[config.mk]
export PLATFORM = sky130hd
export DESIGN_NAME = halflife_decay_timer
export DESIGN_NICKNAME = d
export VERILOG_FILES = /design/src/rtl/halflife_decay_timer.sv
export SDC_FILE = /design/constraint.sdc
export NUM_CORES = 1
export LEC_CHECK = 0
export CAP_MARGIN = 40
export CORE_UTILIZATION = 55
export CTS_BUF_LIST = sky130_fd_sc_hd__clkbuf_8 sky130_fd_sc_hd__clkbuf_16
export DETAILED_ROUTE_END_ITERATION = 8
export PLACE_DENSITY_LB_ADDON = 0.12
export SYNTH_ARGS = -nofsm -noshare
export SYNTH_HDL_FRONTEND = slang
export SYNTH_SLANG_ARGS = --single-unit
[constraint.sdc]
create_clock -name clk_i -period 3.4 [get_ports clk_i]
set_input_delay 0.34 -clock clk_i [delete_from_list [all_inputs] [get_ports clk_i]]
set_output_delay 0.34 -clock clk_i [all_outputs]
set_load 0.1 [all_outputs]
[src/rtl/halflife_decay_timer.sv]
// Half-life decay timer: a WIDTH-bit value that halves every period_q
// decay-eligible cycles until it reaches zero, then reports expiry.
// Also supports saturating up/down nudges and a hold input.
module halflife_decay_timer #(
  parameter int WIDTH    = 8,
  parameter int PERIOD_W = 16,
  parameter int ROUND    = 0,
  parameter int HCNT_W   = $clog2(WIDTH + 2)
) (
  input  logic                clk_i,
  input  logic                rst_i,
  input  logic                load_i,
  input  logic                up_i,
  input  logic                down_i,
  input  logic                hold_i,
  input  logic [WIDTH-1:0]    in_i,
  input  logic [PERIOD_W-1:0] period_i,
  output logic [WIDTH-1:0]    out_o,
  output logic                half_tick_o,
  output logic [HCNT_W-1:0]   halvings_o,
  output logic                busy_o,
  output logic                expired_o
);

  typedef enum logic [1:0] {
    S_IDLE    = 2'd0,
    S_DECAY   = 2'd1,
    S_EXPIRED = 2'd2
  } state_t;

  localparam logic [WIDTH-1:0]    OUT_ONE  = WIDTH'(1);
  localparam logic [WIDTH-1:0]    OUT_MAX  = '1;
  localparam logic [PERIOD_W-1:0] PER_ONE  = PERIOD_W'(1);
  localparam logic [HCNT_W-1:0]   HCNT_ONE = HCNT_W'(1);
  localparam logic [HCNT_W-1:0]   HCNT_MAX = '1;

  state_t              state_q, state_d;
  logic [WIDTH-1:0]    out_q, out_d;
  logic [PERIOD_W-1:0] period_q, period_d;
  logic [PERIOD_W-1:0] presc_q, presc_d;
  logic [HCNT_W-1:0]   halvings_q, halvings_d;
  logic                half_tick_q, half_tick_d;
  logic [WIDTH-1:0]    half_val;

  // Halved value of the current output; rounding mode fixed at elaboration.
  generate
    if (ROUND == 0) begin : g_floor
      assign half_val = out_q >> 1;
    end else begin : g_round
      // out==1 must still reach 0, otherwise round-half-up would stall at 1.
      assign half_val = (out_q == OUT_ONE) ? '0
                      : (out_q >> 1) + {{(WIDTH-1){1'b0}}, out_q[0]};
    end
  endgenerate

  // Next-state logic: load > up > down > decay step (reset handled in the register).
  always_comb begin
    state_d     = state_q;
    out_d       = out_q;
    period_d    = period_q;
    presc_d     = presc_q;
    halvings_d  = halvings_q;
    half_tick_d = 1'b0;

    if (load_i) begin
      out_d      = in_i;
      period_d   = (period_i == '0) ? PER_ONE : period_i;
      presc_d    = '0;
      halvings_d = '0;
      state_d    = (in_i != '0) ? S_DECAY : S_IDLE;
    end else if (up_i) begin
      out_d = (out_q == OUT_MAX) ? out_q : out_q + OUT_ONE;
      if (state_q == S_EXPIRED) begin
        state_d = S_IDLE;
      end
    end else if (down_i) begin
      out_d = (out_q == '0) ? out_q : out_q - OUT_ONE;
      // Draining to zero by hand is not an expiry, just a return to idle.
      if ((state_q == S_DECAY) && (out_d == '0)) begin
        state_d = S_IDLE;
      end
    end else if ((state_q == S_DECAY) && !hold_i) begin
      if (presc_q != (period_q - PER_ONE)) begin
        presc_d = presc_q + PER_ONE;
      end else begin
        presc_d     = '0;
        out_d       = half_val;
        half_tick_d = 1'b1;
        halvings_d  = (halvings_q == HCNT_MAX) ? halvings_q : halvings_q + HCNT_ONE;
        if (half_val == '0) begin
          state_d = S_EXPIRED;
        end
      end
    end
  end

  // State and datapath registers with synchronous reset.
  always_ff @(posedge clk_i) begin
    if (rst_i) begin
      state_q     <= S_IDLE;
      out_q       <= '0;
      period_q    <= PER_ONE;
      presc_q     <= '0;
      halvings_q  <= '0;
      half_tick_q <= 1'b0;
    end else begin
      state_q     <= state_d;
      out_q       <= out_d;
      period_q    <= period_d;
      presc_q     <= presc_d;
      halvings_q  <= halvings_d;
      half_tick_q <= half_tick_d;
    end
  end

  assign out_o       = out_q;
  assign half_tick_o = half_tick_q;
  assign halvings_o  = halvings_q;
  assign busy_o      = (state_q == S_DECAY);
  assign expired_o   = (state_q == S_EXPIRED);

endmodule

* Yosys cells after proc, flatten, opt, wreduce, memory -nomap -nowiden
Cells that the tools add are included.
** Storage, ports and cells
- Register bits :: 47
- Output and inout bits :: 15
** Operators by class
- Equal/unequal tests :: 9
- Add/subtract/negate cells :: 5
- Muxes and demuxes :: 19
- Bitwise operators :: 5
- Reduce and logical (&&, ||, !) cells :: 16
** Operators with widths (number)
- 8-bit 2-to-1 mux :: 7
- 16-bit 2-to-1 mux :: 2
- 8-bit logical NOT :: 3
- 16-bit by 1-bit adder with 16-bit output (second input constant) :: 1
- 16-bit logical NOT :: 1
- 2-bit 2-to-1 mux :: 8
- 16-bit inequality test :: 1
- 16-bit by 1-bit subtractor with 16-bit output (second input constant) :: 1
- 5-bit AND reduction :: 2
- 8-bit by 1-bit adder with 8-bit output (second input constant) :: 1
- 8-bit equality test (second input constant) :: 1
- 4-bit nonzero test :: 2
- 8-bit nonzero test :: 1
- 8-bit by 1-bit subtractor with 8-bit output (second input constant) :: 1
- 3-bit AND reduction :: 2
- 1-bit inverter :: 5
- 5-bit OR reduction :: 1
- 4-bit by 1-bit adder with 4-bit output (second input constant) :: 1
- 4-bit equality test (second input constant) :: 1
- 4-bit by 3-bit inequality test with 1-bit output (second input constant) :: 1
- 4-bit inequality test (second input constant) :: 1
- 3-bit by 2-bit inequality test with 1-bit output (second input constant) :: 1
- 3-bit inequality test (second input constant) :: 1
- 2-bit by 1-bit equality test with 1-bit output (second input constant) :: 1
- other kinds (5) :: 7

* Depth between registers and ports, before layout
- Word-level depth :: 8
- Mapped depth :: 11

* Worst setup path after synthesis
OpenSTA, ideal clock, no wires.
- Path kind :: register to register
- Start :: register state_q[0]
- End :: register halvings_q[1] (netlist: halvings_o[1])
- Setup time :: 123 ps
- Buffers on the path :: 0
- Data arrival time :: 3360 ps
- Required time :: 3277 ps
- Slack :: -83 ps
- Cell stages (with the launch flop) :: 8
- Cell sequence :: dfxtp_1 nor2b_1 nand2b_1 or3_1 or3_1 a311o_1 mux2i_1 nor2_1
** Between the ends
- Cells in the longest elaborated chain, start to end :: 3
** RTL lines
- start, declared :: line 37 : state_t state_q, state_d;
- start signal, assigned :: line 107 : state_q <= state_d;
- 2-bit by 1-bit equality test with 1-bit output
- named net busy_o :: line 21 : output logic busy_o,
- 1-bit logical AND :: line 82 : end else if ((state_q == S_DECAY) && !hold_i) begin
- 5-bit AND reduction (no source line)
- end signal, assigned :: line 111 : halvings_q <= halvings_d;
- end, declared :: line 41 : logic [HCNT_W-1:0] halvings_q, halvings_d;
The timed path passes the listed nets, and every way through them passes these cells.
A chain may end at the register's enable or synchronous reset.

* Worst setup path after layout
- Start :: register period_q[0]
- End :: register presc_q[2]
** Between the ends
- Cells in the longest elaborated chain, start to end :: 3
** RTL lines
- start, declared :: line 39 : logic [PERIOD_W-1:0] period_q, period_d;
- start signal, assigned :: line 109 : period_q <= period_d;
- 16-bit by 1-bit subtractor with 16-bit output :: line 83 : if (presc_q != (period_q - PER_ONE)) begin
- 16-bit inequality test :: line 83
- 16-bit 2-to-1 mux :: line 83
- end signal, assigned :: line 110 : presc_q <= presc_d;
- end, declared :: line 40 : logic [PERIOD_W-1:0] presc_q, presc_d;
No other way between the ends.

==> impl_results.rst <==
.. list-table::
   :header-rows: 1

   * - Metric
     - Value
   * - Outcome
     - complete, no violations
   * - Hold slack
     - 0.549 ns
   * - Area delta synth->final
     - 23.6%
   * - Tot GR Track Use
     - 0.259
   * - Via count of the first global-routing pass
     - 2746
   * - Layout Cell Area excl Fill
     - 3980 um2
   * - Final #Nets
     - 484
   * - Overflow after GRT
     - 0
   * - Fill cell instance count of the final layout
     - 456
   * - Delay of the slowest critical-path stage
     - 0.47 ns
   * - Y dimension of the die
     - 78.5 um
   * - Maximum vdd drop
     - 0.232 mV
   * - Global-route wire length before repair
     - 12.7 mm
   * - CTS root buf
     - sky130_fd_sc_hd__clkbuf_8
   * - Period minus WS final
     - 2.91 ns
   * - Worst slack after detailed placement
     - 0.506 ns
   * - Register area share after synthesis
     - 0.292
   * - Full die area
     - 6160 um2
   * - Number of enable flip-flop cells after synthesis
     - 0
   * - Summed negative setup slack over all endpoints
     - 0 ns
   * - Buffers added on ports
     - 44
   * - Instance area after placement
     - 3880 um2
   * - Yosys reg bits
     - 47
   * - Slew HR
     - 0.543
   * - Warnings, synthesis
     - 0
   * - RSZ-0062 raised after global routing
     - false
   * - Clock latency on the worst-skew pair
     - 0.30 ns
   * - Post-Synthesis Cell Area
     - 3220 um2
   * - Largest net degree at the start of global routing
     - 41
   * - Share of the synthesized area in the top cell type
     - 0.292
   * - Worst clock skew
     - 0.0104 ns
   * - Cell occurring most often along the worst timing path
     - sky130_fd_sc_hd__nand4_1
   * - Resized Gates After CTS
     - 0
   * - Leakage power figure
     - 1.53 nW
   * - Average wire per cell in the routed design
     - 14.5 um
   * - Power density relative to cell area
     - 338 nW/um2
   * - Final hold vios
     - 0
   * - Area of all sequential standard cells
     - 941 um2
   * - List of cells traversed by the critical path
     - inv_1, ha_1, nor3b_2, nand4_1, xnor2_1, nand4_1, or2_4, or4_4, nand2b_4, nor2_1
   * - Share of final-layout standard cells stronger than drive strength 1
     - 0.116
   * - Hold_buf cts
     - 0
   * - Crit Path Category
     - flop to flop
   * - Synth Area per Inst
     - 8.01 um2
   * - Sum of routed wire length over all layers
     - 7.53 mm
   * - Area contributors post-synth
     - sky130_fd_sc_hd__dfxtp_1, sky130_fd_sc_hd__xor2_1, sky130_fd_sc_hd__nor2_1
   * - Data required, critical path
     - 3.59 ns
   * - Pin slew with the least headroom to its limit
     - 0.681 ns
   * - Kind of launch point of the worst setup path
     - flop
   * - Top-count cell post-synth
     - sky130_fd_sc_hd__nor2_1
   * - Remaining routing DRC violations
     - 0
   * - Cell family with the largest share of critical-path delay
     - simple AND/OR/NAND/NOR gates
   * - Worst setup EP type
     - flop
   * - Number of antenna violations at the first check in global routing
     - 0
   * - Nets in the synthesized netlist
     - 438
   * - Hold/Removal Path Class
     - flop to flop
   * - Number of antenna cells inserted
     - 0
   * - Highest net fanout along the worst path
     - 15
   * - # IOs
     - 45
   * - Most numerous cell types in the synthesized netlist
     - sky130_fd_sc_hd__nor2_1, sky130_fd_sc_hd__dfxtp_1, sky130_fd_sc_hd__nand2_1, sky130_fd_sc_hd__xor2_1, sky130_fd_sc_hd__xnor2_1
   * - DR vias/cell
     - 5.83
   * - Effective utilization at floorplan
     - 0.577
   * - DRT Pass-1 Iters
     - 4
   * - Peak clock frequency supported by timing
     - 343 MHz
   * - Fraction of registers with async set/reset
     - 0
   * - Total power after layout
     - 1.35 mW
   * - Dominant synthesized flop cell
     - sky130_fd_sc_hd__dfxtp_1
   * - Iteration-0 DRC count of the detailed router
     - 216
   * - Clock tree from TritonCTS
     - built
   * - Final slew viol count
     - 0
   * - Number of max-capacitance violations reported
     - 0
   * - Vias after detailed routing
     - 3038
   * - Clock H-tree levels
     - 2
   * - Register-to-Register Setup Slack
     - 0.49 ns
   * - Number of instances in the synthesized netlist
     - 402
   * - Max stage delay cell, worst path
     - sky130_fd_sc_hd__nor3b_2
   * - HPWL reported at the end of detailed placement
     - 5.65 mm
   * - Slack of the critical path
     - 0.487 ns
   * - Clock transition at path regs
     - 0.09 ns
   * - Buffers plus inverters on the worst setup path
     - 1
   * - Number of nets still failing antenna checks after routing
     - 0
   * - Core area
     - 5570 um2
   * - Data arrival, critical path
     - 3.10 ns
   * - Netlist cell types
     - 58
   * - Number of failing setup endpoints in the final timing report
     - 0
   * - Maximum number of buffers from clock root to sink
     - 2
   * - Clock Sink Count
     - 47
   * - Leading area contributor after synthesis
     - sky130_fd_sc_hd__dfxtp_1
   * - GP Congestion
     - 0.887
   * - Total number of placement rows
     - 27
   * - Share of the clock period used by the worst path
     - 0.857
   * - Setup repair bufs after CTS
     - 0
   * - Number of buffers inserted during clock tree synthesis
     - 5
   * - Area taken by multi-input logic gates
     - 2130 um2
   * - Die X
     - 78.5 um
## sequential cells by signal, summed over array words and instances, names as in the netlist
name / flops
period_q: 16
halvings_o: 4
out_o: 8
presc_q: 16
state_q: 2
half_tick_o: 1
## layout make-up
cell class | instances | area share
Multi-Input combinational cell | 323 | 0.537
Sequential cell | 47 | 0.237
Timing Repair Buffer | 63 | 0.172
Tap cell | 72 | 0.0227
Clock buffer | 6 | 0.0208
Inverter | 8 | 0.00755
Clock inverter | 2 | 0.00315
## metal layers
| metal | up-vias | share of wire | global-route usage |
|---|---|---|---|
| li1 | 1526 | - | - |
| met1 | 1425 | 0.45 | 0.324 |
| met2 | 79 | 0.50 | 0.447 |
| met3 | 8 | 0.040 | 0.0419 |
| met4 | 0 | 0.014 | 0.0944 |
| met5 | - | 0 | 0 |
## report_power, final
group          switching [mW]  internal (mW)  total, mW
sequential             0.0414          0.570      0.612
combinational           0.222          0.165      0.387
clock                   0.183          0.164      0.347
## layout by cell type, fill, tap and decap left out, types with 3 or more instances in the layout
cell / Yosys / routed
sky130_fd_sc_hd__nor2_1: 50 / 50
sky130_fd_sc_hd__dfxtp_1: 47 / 47
sky130_fd_sc_hd__clkdlybuf4s50_1: 0 / 43
sky130_fd_sc_hd__nand2_1: 34 / 34
sky130_fd_sc_hd__xor2_1: 25 / 25
sky130_fd_sc_hd__xnor2_1: 21 / 21
sky130_fd_sc_hd__nor3_1: 18 / 18
sky130_fd_sc_hd__mux2i_1: 18 / 18
sky130_fd_sc_hd__nand3_1: 16 / 16
sky130_fd_sc_hd__a21oi_1: 16 / 16
sky130_fd_sc_hd__buf_8: 0 / 14
sky130_fd_sc_hd__o21ai_0: 12 / 12
sky130_fd_sc_hd__nor2_2: 11 / 11
sky130_fd_sc_hd__nor4_1: 10 / 10
sky130_fd_sc_hd__inv_1: 8 / 9
sky130_fd_sc_hd__nand4_1: 8 / 8
sky130_fd_sc_hd__and3_1: 8 / 8
sky130_fd_sc_hd__or3_1: 6 / 6
sky130_fd_sc_hd__a211oi_1: 6 / 6
sky130_fd_sc_hd__ha_1: 6 / 6
sky130_fd_sc_hd__clkbuf_8: 0 / 6
sky130_fd_sc_hd__buf_4: 0 / 6
sky130_fd_sc_hd__nor2b_1: 5 / 4
sky130_fd_sc_hd__nor3b_1: 4 / 4
sky130_fd_sc_hd__nor4_4: 3 / 3
sky130_fd_sc_hd__nand3b_1: 3 / 3
sky130_fd_sc_hd__a22oi_1: 3 / 3
sky130_fd_sc_hd__a31oi_1: 3 / 3
## path summary, 6_finish.rpt
path,startpoint,end,depth (start not counted)
max,period_q[0]$_SDFFE_PP1P_,presc_q[2]$_SDFFE_PP0P_,10
min reg2reg,halvings_o[3]$_SDFFE_PP0P_,halvings_o[3]$_SDFFE_PP0P_,1
min,halvings_o[3]$_SDFFE_PP0P_,halvings_o[3]$_SDFFE_PP0P_,1
max reg2reg,period_q[0]$_SDFFE_PP1P_,presc_q[2]$_SDFFE_PP0P_,10
## cell families after synthesis
group,share of synthesized area
AOI/OAI and AO/OA,0.131
xor gates and xnor gates,0.125
adders and majority gates,0.0233
buffers and inverters,0.0451
DFF,0.292
muxes,0.0595
and+or+nand+nor,0.323
## metrics by stage
| stage | util | cells |
|---|---|---|
| finish | 0.713 | 521 |
| floorplan | - | 402 |
| CTS | 0.713 | 521 |
| detailed placement | 0.696 | 513 |
| global placement | 0.659 | 499 |
| global route | 0.713 | 521 |
No activity file was read; power rests on OpenSTA's default activity.
